## src/rtl/mem_arbiter_pkg.sv

```systemverilog
// rtl/mem_arbiter_pkg.sv - shared vis-signal, status and arbiter FSM encodings
package mem_arbiter_pkg;

    typedef logic [1:0] vis_signal_t;
    typedef logic [1:0] mem_status_t;

    // Request encodings seen by the caches and MAIN_MEMORY; 2'b11 is treated as NONE
    localparam vis_signal_t SIG_NONE  = 2'b00;
    localparam vis_signal_t SIG_READ  = 2'b01;
    localparam vis_signal_t SIG_WRITE = 2'b10;

    // Status encodings returned to the caches and by MAIN_MEMORY
    localparam mem_status_t STAT_IDLE = 2'b00;
    localparam mem_status_t STAT_BUSY = 2'b01;
    localparam mem_status_t STAT_DONE = 2'b10;

    // Arbiter FSM states
    localparam logic [1:0] ARB_IDLE    = 2'b00;
    localparam logic [1:0] ARB_GRANT_I = 2'b01;
    localparam logic [1:0] ARB_GRANT_D = 2'b10;
    localparam logic [1:0] ARB_RELEASE = 2'b11;

    // Identity of the cache granted most recently (round-robin history)
    localparam logic OWNER_I = 1'b0;
    localparam logic OWNER_D = 1'b1;

    function automatic logic sig_is_req(input vis_signal_t sig);
        return (sig == SIG_READ) || (sig == SIG_WRITE);
    endfunction

endpackage

```

## src/rtl/mem_arb_pick.sv

```systemverilog
// rtl/mem_arb_pick.sv - combinational I/D winner select, fixed-priority or round-robin (MEM_ARB_RR_EN)
module mem_arb_pick
    import mem_arbiter_pkg::*;
#(
    parameter int MAX_WAIT = 4
) (
    input  logic       i_req,
    input  logic       d_req,
`ifdef MEM_ARB_RR_EN
    input  logic       rr_last,
`else
    input  logic [3:0] wait_cnt,
`endif
    output logic       grant_i,
    output logic       grant_d
);

`ifndef MEM_ARB_RR_EN
    localparam logic [3:0] MAX_WAIT_C = 4'(MAX_WAIT);
`endif

    // Single requester always wins; a tie is resolved by the configured policy
    always_comb begin
        grant_i = 1'b0;
        grant_d = 1'b0;
        if (i_req && d_req) begin
`ifdef MEM_ARB_RR_EN
            if (rr_last == OWNER_D) begin
                grant_i = 1'b1;
            end else begin
                grant_d = 1'b1;
            end
`else
            if (wait_cnt >= MAX_WAIT_C) begin
                grant_i = 1'b1;
            end else begin
                grant_d = 1'b1;
            end
`endif
        end else begin
            grant_i = i_req;
            grant_d = d_req;
        end
    end

endmodule

```

## src/rtl/mem_arbiter.sv

```systemverilog
// rtl/mem_arbiter.sv - I/D-cache main-memory port arbiter; MEM_ARB_RR_EN selects round-robin ties
module mem_arbiter
    import mem_arbiter_pkg::*;
#(
    parameter int ADDR_WIDTH       = 17,
    parameter int LEN              = 32,
    parameter int ENTRY_INDEX_SIZE = 3,
    parameter int MAX_WAIT         = 4
) (
    input  logic                        clk,
    input  logic                        rst,
    input  logic [1:0]                  i_cache_mem_vis_signal,
    input  logic [ADDR_WIDTH-1:0]       i_cache_mem_vis_addr,
    output logic [LEN-1:0]              i_cache_mem_data,
    output logic [1:0]                  i_cache_mem_status,
    input  logic [1:0]                  d_cache_mem_vis_signal,
    input  logic [ADDR_WIDTH-1:0]       d_cache_mem_vis_addr,
    input  logic [LEN-1:0]              d_cache_writen_data,
    input  logic [ENTRY_INDEX_SIZE:0]   d_cache_write_length,
    output logic [LEN-1:0]              d_cache_mem_data,
    output logic [1:0]                  d_cache_mem_status,
    output logic [1:0]                  mem_vis_signal,
    output logic [ADDR_WIDTH-1:0]       mem_vis_addr,
    output logic [LEN-1:0]              mem_writen_data,
    output logic [ENTRY_INDEX_SIZE:0]   mem_write_length,
    input  logic [LEN-1:0]              mem_data,
    input  logic [1:0]                  mem_status
);

    logic [1:0] state;
    logic       i_req;
    logic       d_req;
    logic       grant_i;
    logic       grant_d;

    // The I-cache only ever reads; any other code from it is not a request
    assign i_req = (i_cache_mem_vis_signal == SIG_READ);
    assign d_req = sig_is_req(d_cache_mem_vis_signal);

`ifdef MEM_ARB_RR_EN
    logic rr_last;

    mem_arb_pick #(.MAX_WAIT(MAX_WAIT)) u_pick (
        .i_req   (i_req),
        .d_req   (d_req),
        .rr_last (rr_last),
        .grant_i (grant_i),
        .grant_d (grant_d)
    );

    // Remember who was granted last so the next tie goes to the other cache
    always_ff @(posedge clk) begin
        if (rst) begin
            rr_last <= OWNER_I;
        end else if (state == ARB_IDLE) begin
            if (grant_i) begin
                rr_last <= OWNER_I;
            end else if (grant_d) begin
                rr_last <= OWNER_D;
            end
        end
    end
`else
    logic [3:0] wait_cnt;

    mem_arb_pick #(.MAX_WAIT(MAX_WAIT)) u_pick (
        .i_req    (i_req),
        .d_req    (d_req),
        .wait_cnt (wait_cnt),
        .grant_i  (grant_i),
        .grant_d  (grant_d)
    );

    // Count D wins over a waiting I; saturate so a long D burst cannot wrap the count back to 0
    always_ff @(posedge clk) begin
        if (rst) begin
            wait_cnt <= '0;
        end else if (state == ARB_IDLE) begin
            if (grant_i) begin
                wait_cnt <= '0;
            end else if (grant_d && i_req && (wait_cnt != 4'hF)) begin
                wait_cnt <= wait_cnt + 4'd1;
            end
        end
    end
`endif

    // Grant FSM: latch the winner's request, hold it until memory reports DONE, then one release bubble
    always_ff @(posedge clk) begin
        if (rst) begin
            state            <= ARB_IDLE;
            mem_vis_signal   <= SIG_NONE;
            mem_vis_addr     <= '0;
            mem_writen_data  <= '0;
            mem_write_length <= '0;
        end else begin
            case (state)
                ARB_IDLE: begin
                    if (grant_d) begin
                        mem_vis_signal   <= d_cache_mem_vis_signal;
                        mem_vis_addr     <= d_cache_mem_vis_addr;
                        mem_writen_data  <= d_cache_writen_data;
                        mem_write_length <= d_cache_write_length;
                        state            <= ARB_GRANT_D;
                    end else if (grant_i) begin
                        mem_vis_signal   <= SIG_READ;
                        mem_vis_addr     <= i_cache_mem_vis_addr;
                        mem_writen_data  <= '0;
                        mem_write_length <= '0;
                        state            <= ARB_GRANT_I;
                    end
                end
                ARB_GRANT_I, ARB_GRANT_D: begin
                    if (mem_status == STAT_DONE) begin
                        mem_vis_signal <= SIG_NONE;
                        state          <= ARB_RELEASE;
                    end
                end
                default: begin
                    state <= ARB_IDLE;
                end
            endcase
        end
    end

    // Route memory status/data to the owner; a requesting non-owner sees BUSY
    always_comb begin
        i_cache_mem_status = STAT_IDLE;
        d_cache_mem_status = STAT_IDLE;
        i_cache_mem_data   = '0;
        d_cache_mem_data   = '0;
        case (state)
            ARB_GRANT_I: begin
                i_cache_mem_status = mem_status;
                i_cache_mem_data   = mem_data;
                d_cache_mem_status = d_req ? STAT_BUSY : STAT_IDLE;
            end
            ARB_GRANT_D: begin
                d_cache_mem_status = mem_status;
                d_cache_mem_data   = mem_data;
                i_cache_mem_status = i_req ? STAT_BUSY : STAT_IDLE;
            end
            default: begin
            end
        endcase
    end

endmodule

```

## config.mk

```make
export PLATFORM = sky130hd
export DESIGN_NAME = mem_arbiter
export DESIGN_NICKNAME = d
export VERILOG_FILES = /design/src/rtl/mem_arbiter_pkg.sv /design/src/rtl/mem_arb_pick.sv /design/src/rtl/mem_arbiter.sv
export SDC_FILE = /design/constraint.sdc
export NUM_CORES = 1
export LEC_CHECK = 0
export BUFFER_PORTS_ARGS = -buffer_cell sky130_fd_sc_hd__buf_2
export CAP_MARGIN = 20
export CORE_ASPECT_RATIO = 0.8
export CORE_MARGIN = 4
export CORE_UTILIZATION = 40
export CTS_CLUSTER_DIAMETER = 50
export DETAILED_ROUTE_END_ITERATION = 12
export PLACE_DENSITY = 0.81
export SLEW_MARGIN = 20
export SYNTH_ARGS = -nofsm -noshare
export SYNTH_HDL_FRONTEND = slang
export SYNTH_HIERARCHICAL = 1
export SYNTH_SLANG_ARGS = --single-unit
```

## constraint.sdc

```tcl
create_clock -name clk -period 2.05 [get_ports clk]
set_input_delay 0.205 -clock clk [delete_from_list [all_inputs] [get_ports clk]]
set_output_delay 0.205 -clock clk [all_outputs]
set_load 0.02 [all_outputs]
```

==> metrics.md <==
| Metric | Value |
|---|---|
| Setup crit start kind | `register` |
| CTS tree | `yes` |
| Most common cell after layout, fill and taps aside | `buf_2` |
| Comb pwr share | `53.4%` |
| Initial antenna violation count | `0` |
| Gr usage total | `20.0%` |
| Lkg Pwr | `2.37 nW` |
| Utilization after layout | `62.4%` |
| Root buffer cell | `clkbuf_8` |
| Tmin final | `1930 ps` |
| Initial core utilization | `42.1%` |
| Period utilization | `94.0%` |
| DRT Pass-1 Iters | `4` |
| Routability cong. | `0.864` |
| HPWL reported at the end of detailed placement | `7.40 mm` |
| IO buf count | `232` |
| Clock power share | `17.6%` |
| Post-CTS Repair Setup Buffers | `0` |
| Crit path capture | `d_cache_mem_status[0]` |
| Worst setup EP type | `primary output` |
| Max-slew headroom | `69.3%` |
| Count of state elements after synthesis | `61` |
| Final Max Slew Viols | `0` |
| Sequential share of power | `28.9%` |
| CP Class | `reg2out` |
| Antenna Cells | `0` |
| Via count | `3138` |
| Number of global-route vias before repair | `3053` |
| Drt drc | `0` |
| Ys flop type | `dfxtp_1` |
| Final worst setup slack | `122 ps` |
| WL final | `9.21 mm` |
| RSZ-0062 raised after global routing | `no` |
| Layout cells sized above 1 | `46.3%` |
| H-tree Lvls | `3` |
| Worst Skew | `8.69 ps` |
| Async SR Flop Fraction | `0%` |
| Post-route antenna net violation count | `0` |
| Die Area | `8880 um2` |
| Reg2reg start | `state[0]` |
| Die W | `104 um` |
| Synth warn | `6` |
| Sw Share | `43.7%` |
| Critical Path AT | `1720 ps` |
| R2R setup slack | `180 ps` |
| Cts bufs inserted | `9` |
| Cell variety after synth | `36` |
| Post-Syn Area | `2970 um2` |
| Overall power | `5.45 mW` |
| Top-Level Pins | `233` |
| Worst vdd ir | `593 uV` |
| Max FO, Critical Path | `8` |
| Avg Cell Area, Syn | `8.80 um2` |
| CTS Sinks | `61` |
| Core box area | `7060 um2` |
| Setup TNS | `0 ps` |
| Synth Net Count | `453` |
| Number of synthesized flops with an enable pin | `0` |
| DRT iter0 DRCs | `157` |
| Final hold slack | `135 ps` |
| Fill cell count | `620` |
| Psw | `2.38 mW` |
| Chip Height | `85.1 um` |
| Post-synthesis sequential area ratio | `41.1%` |
| Worst Reg2Reg Path Length in Cells | `6` |
| Max Fclk | `519 MHz` |
| Internal cell power | `3.07 mW` |
| Status | `finished, final reports clean` |
| Skew-Pair Late Insertion Delay | `320 ps` |
| Hold Path Class | `in2reg` |
| Global-route wire length before repair | `14.8 mm` |
| GRT overflow | `0` |
| CP Launch Point | `state[0]` |
| Power Density | `1240 nW/um2` |
| Max clock buf depth | `2` |
| Slew at the pin closest to its max-slew limit | `460 ps` |
| Fin nets | `675` |
| Layout area overhead | `48.2%` |
| Commonest cells after routing, fill and taps aside | `232 x buf_2, 67 x and2_1, 61 x dfxtp_1` |
| Worst r2r dst | `wait_cnt[2]` |
| Largest net degree at the start of global routing | `38` |
| WP data required | `1850 ps` |
| Via density | `4.82` |
| Mapped Cells | `338` |
| Max_cap viols | `0` |
| Clk pin slew, worst setup/hold paths | `70 ps` |
| WL/cell | `14.1 um` |
| Final setup fails | `0` |
| Pre-CTS setup slack | `164 ps` |
| Final Hold Violating Endpoints | `0` |
| Site row count | `27` |
-- through the flow --
| stage | instances | cell area (um2) |
|---|---|---|
| after floorplan | 338 | 2970 |
| after global placement | 636 | 4200 |
| after detailed placement | 636 | 4200 |
| after CTS | 651 | 4390 |
| after global routing | 651 | 4410 |
| final | 651 | 4410 |
-- logic make-up after synthesis --
logic type | count (synthesis) | synth area share [%]
compound gates | 72 | 18.1
flops | 61 | 41.1
fa+ha+maj | 5 | 2.10
simple gates | 144 | 25.6
buf+inv | 33 | 5.39
xor+xnor | 1 | 0.295
mux | 22 | 7.41
-- repair_timing --
action | 4_1_cts | 5_1_grt
setup endpoints to repair | 68 | 1
gates resized for setup | 2 | 2
pin swaps | 0 | 0
hold buffers | 0 | 0
-- power by group through the flow --
stage | Combinational, mW | Sequential [mW] | Clock, mW
floorplan | 1.74 | 1.86 | 0
global placement | 2.85 | 1.58 | 0
detailed placement | 2.89 | 1.59 | 0
CTS | 2.91 | 1.57 | 1.00
global route | 3.17 | 1.62 | 1.06
finish | 2.91 | 1.58 | 0.960
-- sequential cells by signal, summed over array words and instances (netlist names) --
| register | count |
|---|---|
| mem_vis_addr | 17 |
| mem_vis_signal | 2 |
| mem_write_length | 4 |
| mem_writen_data | 32 |
| state | 2 |
| wait_cnt | 4 |
-- layout make-up --
class / instances / area, um2 / area share [%]
Inverter: 4 / 15.0 / 0.341
Timing Repair Buffer: 240 / 1260 / 28.6
Clock inverter: 3 / 20.0 / 0.454
Clock buffer: 12 / 165 / 3.75
Sequential cell: 61 / 1220 / 27.7
Tap cell: 87 / 109 / 2.47
Multi-Input combinational cell: 244 / 1620 / 36.7
-- Yosys cell counts (2+ instances only) --
| cell | number | area, um2 |
|---|---|---|
| and2_1 | 67 | 419 |
| dfxtp_1 | 61 | 1220 |
| nor2_1 | 60 | 225 |
| a22oi_1 | 39 | 293 |
| mux2i_1 | 22 | 220 |
| a211oi_1 | 18 | 135 |
| clkbuf_1 | 12 | 45.0 |
| buf_2 | 11 | 55.1 |
| ha_1 | 5 | 62.6 |
| buf_4 | 4 | 30.0 |
| inv_1 | 4 | 15.0 |
| nand2_1 | 4 | 15.0 |
| nand2b_1 | 4 | 25.0 |
| o21ai_0 | 3 | 15.0 |
| nand3_1 | 2 | 10.0 |
| nor2b_1 | 2 | 12.5 |
-- critical path: stages, from the launching register on --
cell     delay (ps)
dfxtp_1         430
inv_1           130
ha_1            420
inv_1           100
nor2_1          140
buf_2           180
-- how the worst min path moves through the flow --
| stage | from | endpoint | slack, ps | cells past startpoint |
|---|---|---|---|---|
| floorplan | d_cache_write_length[0] | mem_write_length[0] | 370 | 2 |
| global placement | d_cache_writen_data[16] | mem_writen_data[16] | 450 | 3 |
| detailed placement | d_cache_writen_data[20] | mem_writen_data[20] | 470 | 3 |
| CTS | d_cache_writen_data[16] | mem_writen_data[16] | 120 | 3 |
| global route | d_cache_writen_data[4] | mem_writen_data[4] | 130 | 3 |
| finish | d_cache_writen_data[8] | mem_writen_data[8] | 130 | 3 |
-- layer usage --
layer,up-vias,share of wire [%],track usage (%)
met5,-,0,0
met4,0,0.60,4.59
met1,1424,42,23.9
li1,1609,-,-
met2,101,50,34.5
met3,4,7.7,7.22
(Power assumes the default switching activity.)
